[config.mk]
export PLATFORM = sky130hd
export DESIGN_NAME = duc_polyphase_sched
export DESIGN_NICKNAME = d
export VERILOG_FILES = /design/src/rtl/duc_polyphase_sched.sv
export SDC_FILE = /design/constraint.sdc
export NUM_CORES = 2
export LEC_CHECK = 0
export ABC_AREA = 1
export BUFFER_PORTS_ARGS = -buffer_cell sky130_fd_sc_hd__buf_2
export CORE_ASPECT_RATIO = 0.5
export CORE_MARGIN = 5
export CORE_UTILIZATION = 28
export DETAILED_ROUTE_END_ITERATION = 10
export GPL_TIMING_DRIVEN = 0
export SYNTH_ARGS = -nofsm -noshare
export SYNTH_HDL_FRONTEND = slang
export SYNTH_SLANG_ARGS = --single-unit
export TNS_END_PERCENT = 5
[constraint.sdc]
create_clock -name clkin -period 2.4 [get_ports clkin]
set_input_delay 0.12 -clock clkin [delete_from_list [all_inputs] [get_ports clkin]]
set_output_delay 0.12 -clock clkin [all_outputs]
set_load 0.1 [all_outputs]
[src/rtl/duc_polyphase_sched.sv]
// Polyphase MAC scheduler for the 4x interpolating DUC FIR (4 phases x 10 taps).
// It keeps the sample history and double-buffered coefficients, and issues 40 MAC ops per accepted sample.
module duc_polyphase_sched #(
    parameter int DW = 16,
    parameter int CW = 16
) (
    input  logic          clkin,
    input  logic          reset,
    input  logic [DW-1:0] din,
    input  logic          din_valid,
    output logic          din_ready,
    input  logic          coef_wr_en,
    input  logic [15:0]   coef_wr_addr,
    input  logic [CW-1:0] coef_wr_data,
    input  logic          coef_commit,
    output logic          mac_valid,
    output logic [DW-1:0] mac_a,
    output logic [CW-1:0] mac_b,
    output logic          mac_first,
    output logic          mac_last,
    output logic [1:0]    mac_phase,
    output logic          bank_sel,
    output logic          commit_pending
);

    localparam int unsigned NTAPS = 10;
    localparam int unsigned NCOEF = 40;

    typedef enum logic {
        IDLE,
        RUN
    } state_t;

    state_t        state;
    state_t        state_nxt;
    logic [3:0]    tap;
    logic [3:0]    tap_nxt;
    logic [1:0]    phase;
    logic [1:0]    phase_nxt;
    logic          last_op;
    logic          accept;
    logic          swap_now;
    logic          coef_wr_ok;
    logic [5:0]    coef_idx;

    logic [DW-1:0] hist [NTAPS];
    logic [CW-1:0] bank [2][NCOEF];

    // Coefficient index 4*j + p is just the tap and phase counters concatenated.
    assign coef_idx   = {tap, phase};
    assign coef_wr_ok = coef_wr_en && (coef_wr_addr < 16'(NCOEF));

    always_comb begin
        state_nxt = state;
        tap_nxt   = tap;
        phase_nxt = phase;
        mac_valid = 1'b0;
        mac_first = 1'b0;
        mac_last  = 1'b0;
        mac_phase = '0;
        mac_a     = '0;
        mac_b     = '0;
        last_op   = (state == RUN) && (phase == 2'd3) && (tap == 4'd9);
        din_ready = (state == IDLE) || last_op;
        accept    = din_valid && din_ready;

        case (state)
            IDLE: begin
                if (accept) begin
                    state_nxt = RUN;
                    tap_nxt   = '0;
                    phase_nxt = '0;
                end
            end
            RUN: begin
                mac_valid = 1'b1;
                mac_first = (tap == 4'd0);
                mac_last  = (tap == 4'd9);
                mac_phase = phase;
                mac_a     = hist[tap];
                mac_b     = bank[bank_sel][coef_idx];
                if (tap == 4'd9) begin
                    tap_nxt = '0;
                    if (phase == 2'd3) begin
                        phase_nxt = '0;
                        state_nxt = accept ? RUN : IDLE;
                    end else begin
                        phase_nxt = phase + 2'd1;
                    end
                end else begin
                    tap_nxt = tap + 4'd1;
                end
            end
            default: state_nxt = IDLE;
        endcase
    end

    always_ff @(posedge clkin or negedge reset) begin
        if (!reset) begin
            state <= IDLE;
            tap   <= '0;
            phase <= '0;
        end else begin
            state <= state_nxt;
            tap   <= tap_nxt;
            phase <= phase_nxt;
        end
    end

    always_ff @(posedge clkin or negedge reset) begin
        if (!reset) begin
            for (int unsigned i = 0; i < NTAPS; i++) begin
                hist[i] <= '0;
            end
        end else if (accept) begin
            hist[0] <= din;
            for (int unsigned i = 1; i < NTAPS; i++) begin
                hist[i] <= hist[i-1];
            end
        end
    end

    // Writes always target the pre-edge shadow bank; if a swap lands on the
    // same edge, the freshly written value becomes active with it.
    always_ff @(posedge clkin or negedge reset) begin
        if (!reset) begin
            for (int unsigned b = 0; b < 2; b++) begin
                for (int unsigned i = 0; i < NCOEF; i++) begin
                    bank[b][i] <= '0;
                end
            end
        end else if (coef_wr_ok) begin
            bank[~bank_sel][coef_wr_addr[5:0]] <= coef_wr_data;
        end
    end

    // Swaps only between samples: any IDLE edge or the edge closing op (3,9).
    assign swap_now = (commit_pending || coef_commit) && ((state == IDLE) || last_op);

    always_ff @(posedge clkin or negedge reset) begin
        if (!reset) begin
            bank_sel       <= 1'b0;
            commit_pending <= 1'b0;
        end else if (swap_now) begin
            bank_sel       <= ~bank_sel;
            commit_pending <= 1'b0;
        end else if (coef_commit) begin
            commit_pending <= 1'b1;
        end
    end

endmodule

Word-level counts from Yosys, hierarchy flattened
Index checks and enable logic that the tools add are counted.
- bits in registers: 1449
- bits of input ports: 53
- output and inout port bits: 40
- word-level logic and storage cells: 161
- add/subtract/negate cells: 2
- order comparisons: 8
- equal/unequal tests: 4
- mux-type cells: 33
- bitwise gates (word level): 7
- reduce and logical (&&, ||, !) cells: 12
- operators with widths (cell ; number):
    two-way mux 640 bit ; 4
    bitwise mux 1280 bit ; 1
    demux 640 bit (select 1 bit) ; 1
    two-way mux 16 bit ; 7
    binary-select mux 16 bit (select 6 bit) ; 1
    demux 16 bit (select 6 bit) ; 1
    binary-select mux 16 bit (select 4 bit) ; 1
    < comparator 16 x 6 -> 1 bit, second input constant ; 1
    >= comparator 7 bit, second input constant ; 2
    NOT 6 -> 7 bit ; 2
    two-way mux 1 bit ; 8
    two-way mux 2 bit ; 4
    two-way mux 4 bit ; 2
    one-hot mux 4 bit (2 select lines) ; 1
    logical AND 1 bit ; 7
    < comparator 7 x 1 -> 1 bit, second input constant ; 1
    >= comparator 5 bit, second input constant ; 1
    NOT 4 -> 5 bit ; 1
    adder 4 x 1 -> 4 bit, second input constant ; 1
    == test 4 bit, second input constant ; 1
    >= comparator 2 bit, second input constant ; 2
    logical NOT 4 bit ; 1
    NOT 1 -> 2 bit ; 2
    one-hot mux 2 bit (2 select lines) ; 1
    other kinds (10) ; 12

Depth between registers and ports, before layout
- depth after elaboration: 9
- depth in mapped cells: 14
- depth with buffers taken out: 11

Worst setup path before layout
OpenSTA, ideal clock, no wires.
- kind: register -> output
- start point: reg bank_sel
- end point: out mac_b[8]
- data arrival time: 3.612 ns
- data required time: 2.280 ns
- setup slack: -1.332 ns
- stages on the path, launching flop included: 14
- path buffers: 3
- cell sequence: dfrtp_1 buf_2 buf_2 buf_4 nand2_1 nand3_1 nand3_1 nand2_1 nand2_1 nand3_1 nand3_1 nand2_1 nand2_1 a21oi_1
- cells in the longest elaborated chain, start to end: 8
- RTL lines (item ; RTL line ; RTL):
    start, declared ; 22 ; output logic bank_sel,
    start signal, assigned ; 145 ; bank_sel <= ~bank_sel;
    NOT 1 -> 2 bit (implied by the code) ; 81 ; mac_b = bank[bank_sel][coef_idx];
    two-way mux 640 bit (implied by the code) (3 in a row) ; 81 ;
    binary-select mux 16 bit (select 6 bit) ; 81 ;
    two-way mux 16 bit (implied by the code) (2 in a row) ; 81 ;
    two-way mux 16 bit ; 67 ; case (state)
    end, declared ; 18 ; output logic [CW-1:0] mac_b,
Every way passes these cells. The select of a mux whose other input is x is not followed.

Final worst setup path
- start point: reg bank_sel
- end point: out mac_b[11]
Same word-level chain as after synthesis.

==> summary.txt <==
Synthesis
  – Most area-hungry cell type in the Yosys netlist: dfrtp_1
  – Cell types with the largest area share after synthesis: dfrtp_1, nand2_1, o21ai_1
  – Top-area cell type share of the netlist area: 0.529
  – Post-synth EDFFs: 0
  – Register bit count reported by yosys: 1449
  – Number of nets in the synthesized netlist: 8254
  – Primary FF master, synth: dfrtp_1
  – Sequential cell area fraction in the yosys report: 0.529
  – Yosys warning total: 0
  – Mean cell area of the mapped netlist: 8.37 um^2
  – FFs w/ async S/R, synth: 1.00
  – Synthesized area: 0.0686 mm^2
  – Post-Synthesis Cells: 8197
  – Synth unique cells: 35

Min path
  – Class of the tightest hold or removal check: in2async

Global routing
  – GRT Resource Usage Total: 0.285
  – Total gr overflow: 0
  – Met3 layer usage reported by global route: 0.109
  – Pin count of the biggest net entering global routing: 169
  – Gr busiest metal: met2
  – First-pass GRT wire length: 509000 um
  – Antenna violations before repair: 46
  – Met2 track demand over resource: 0.386
  – Via count of the first global-routing pass: 61600
  – Met1 routing resource usage after global routing: 0.376

Placed design
  – Half-perimeter wire length after detailed placement: 263000 um
  – Final weighted congestion of routability-driven global placement: 1.04
  – Total of buffers placed on input and output ports: 92
  – Worst-case setup slack after placement: -2.33 ns
  – DP Area: 0.0739 mm^2

Clock network
  – Clock transition time at the flip-flop clock pins of the worst setup and hold paths: 0.06 ns
  – TritonCTS clock tree: yes
  – Clock buffers created by TritonCTS: 155
  – Worst skew pair latency: 0.84 ns
  – Number of sinks driven by the clock tree: 1449
  – Clock Tree Root: clkbuf_16
  – Number of H-tree levels: 4
  – Maximum root-to-sink buffer count: 3

STA
  – Post-Route Skew: 0.0309 ns
  – Final-report setup violation count: 56
  – Unrepaired setup endpoints after global routing: yes
  – Fin crit period: 3.88 ns
  – Slew of the pin with the lowest slew margin: 1.46 ns
  – Fin Hold WS: -0.789 ns
  – Normalized max-slew margin: 0.0234
  – Final Hold Viols: 352
  – Final Slew Violations: 0
  – Final WS setup: -1.48 ns
  – Share of the clock period used by the worst path: 1.62
  – Highest achievable clock rate: 0.258 GHz

Setup path
  – RR Startpoint: tap[1]
  – Worst Path Arrival: 3.76 ns
  – Logic depth of the worst path, buffers included: 13
  – Slowest stage cell, crit path: o211ai_1
  – Critical-path maximum fanout: 10
  – Kind of cell adding the most delay to the critical path: buffers and inverters
  – Minimum setup slack among reg-to-reg paths: -0.02 ns
  – Reg-to-reg critical path endpoint: hist[100]
  – Sort of element at the end of the critical path: output pin
  – Worst Reg-to-Reg Cells: 12
  – Sum of buffers and inverters on the critical path: 6
  – Type of the worst setup path: reg2out
  – CP Cell Sequence: inv_4 > bufbuf_16 > buf_16 > clkbuf_16 > nand2_1 > nand3_1 > nand3_2 > a21oi_4 > o211ai_1 > nand3_2 > nand2_2 > clkinvlp_4 > buf_12
  – Startpoint type of the worst setup path: flop
  – Data required time at the worst endpoint: 2.28 ns
  – Dominant cell type by count on the critical path: nand3_2
  – Critical path's largest stage delay: 0.55 ns

Route
  – Post-route DRC: 0
  – Antenna Violating Nets Remaining: 0
  – Final wirelength: 377000 um
  – Vias per cell: 5.64
  – Iter 0 DRT Violations: 11300
  – TritonRoute pass-1 iters: 7
  – Vias after detailed routing: 67100
  – Average wire length per cell after detail routing: 31.7 um

Run
  – Max capacitance violation total: 0

Final layout
  – Final net count: 8559
  – Design Area, Final: 0.0833 mm^2
  – Post-synthesis to final-layout area growth: 21.5%
  – Final core utilization: 0.342
  – Layout cell share with drive strength beyond 1: 0.160
  – Layout fillers: 25300

Floorplanning
  – Starting Density: 0.282
  – Number of standard-cell rows in the floorplan: 128
  – Vertical extent of the die: 360 um
  – Floorplan die area: 0.256 mm^2
  – Std-Cell Core Area: 0.244 mm^2
  – Die Width: 710 um
  – Number of top-level pins: 93

Power
  – Maximum resistive drop on vdd: 0.00133 V
  – Power density over the cells: 1270 mW/mm^2
  – Leakage power total: 37.9 nW

Status
  – Outcome: finished, violations left
  – Violations in the final reports: hold timing, setup timing
-- per-layer routing --
layer  vias up  share of wire
met2      4931           0.39
li1      27700              -
met3      1109           0.14
met5         -        0.00050
met4        24          0.077
met1     33300           0.39
-- worst max path at each step --
stage             start   endpoint  slack (ns)
2_1_floorplan    tap[1]   hist[91]       -0.13
5_1_grt        bank_sel  mac_b[11]       -1.42
3_5_place_dp   phase[1]  mac_b[14]       -2.33
6_report       bank_sel  mac_b[11]       -1.48
4_1_cts        bank_sel  mac_b[11]       -1.32
3_3_place_gp      reset   bank_sel      -37.27
-- synthesized netlist by cell type, types with 76 or more instances --
cell      number
o21ai_1     1204
buf_2        133
inv_1        159
nand2_1     2761
o21ai_2       76
nand3_1      874
clkbuf_1     256
dfrtp_1     1449
a21oi_1      142
nor2_1       261
nand2_4       80
o21ai_0      339
buf_6        239
-- stage by stage --
stage	instances	total power [mW]	TNS, ns	hold slack, ns
after floorplan	8197	46.9	-16.05	-0.176
after global placement	11500	69.4	-	0.371
after detailed placement	11600	69.5	-219.39	0.114
after CTS	11900	101	-37.90	-0.740
after global routing	11900	106	-40.57	-0.729
final	11900	106	-37.72	-0.789
-- cell usage in the layout (no fill, tap or decap), drive strengths merged, types with 2 or more instances in the layout --
master         netlist  routed
buf                462     598
xor2                 2       2
o211ai              54      54
dlygate4sd3          0      18
mux2                 9       9
a221o                5       5
o22ai               11      11
a21oi              142     142
a31oi                2       2
clkbuf             256     464
clkinv               1      35
clkdlybuf4s15        0       9
diode                0      30
nor3                 2       2
clkinvlp             0      14
nand2             2841    2841
ha                   4       4
o221ai              20      20
a211oi               2       2
nand3              874     874
o21ai             1619    1619
a22o                 9       9
bufinv               0       9
nor2               263     263
inv                164     163
nor4                 2       2
dfrtp             1449    1449
-- what timing repair did --
item                                    CTS  global route
resized for setup                       984           216
endpoints found under the setup margin  200           198
hold buffers                             18             1
cloned                                    1             2
hold endpoints to repair                424           221
buffers inserted                         14             8
pin swaps                                54            31
-- state kept, by name, indices dropped and copies added (netlist names) --
name and count:
state 1, bank_sel 1, bank 1280, hist 160, tap 4, commit_pending 1, phase 2
-- report_power, final --
group	switching, mW	internal (mW)
logic	40.5	13.4
registers	0.729	25.5
clock network	11.3	14.3
total	52.5	53.2
-- cell type report --
| type | instances | area, um^2 | area share |
|---|---|---|---|
| sequential | 1449 | 36300 | 0.435 |
| multi-input combinational | 5865 | 28100 | 0.337 |
| buffer | 718 | 7330 | 0.0880 |
| clock buffer | 225 | 4570 | 0.0548 |
| tap | 3250 | 4070 | 0.0488 |
| timing repair buffer | 148 | 1620 | 0.0195 |
| inverter | 165 | 678 | 0.00814 |
| clock inverter | 56 | 639 | 0.00767 |
| antenna | 30 | 75.1 | 0.000901 |
-- cells by family (layout without fill, tap and decap cells) --
family                     Yosys count  count (layout)  synth area share
DFF                               1449            1449             0.529
other                                0              30                 0
and+or+nand+nor                   3984            3984             0.244
adders and majority gates            4               4          0.000730
buffers and inverters              883            1312            0.0802
xor gates and xnor gates             3               3          0.000383
muxes                                9               9           0.00148
AOI/OAI and AO/OA                 1865            1865             0.145
(Power assumes the default switching activity.)
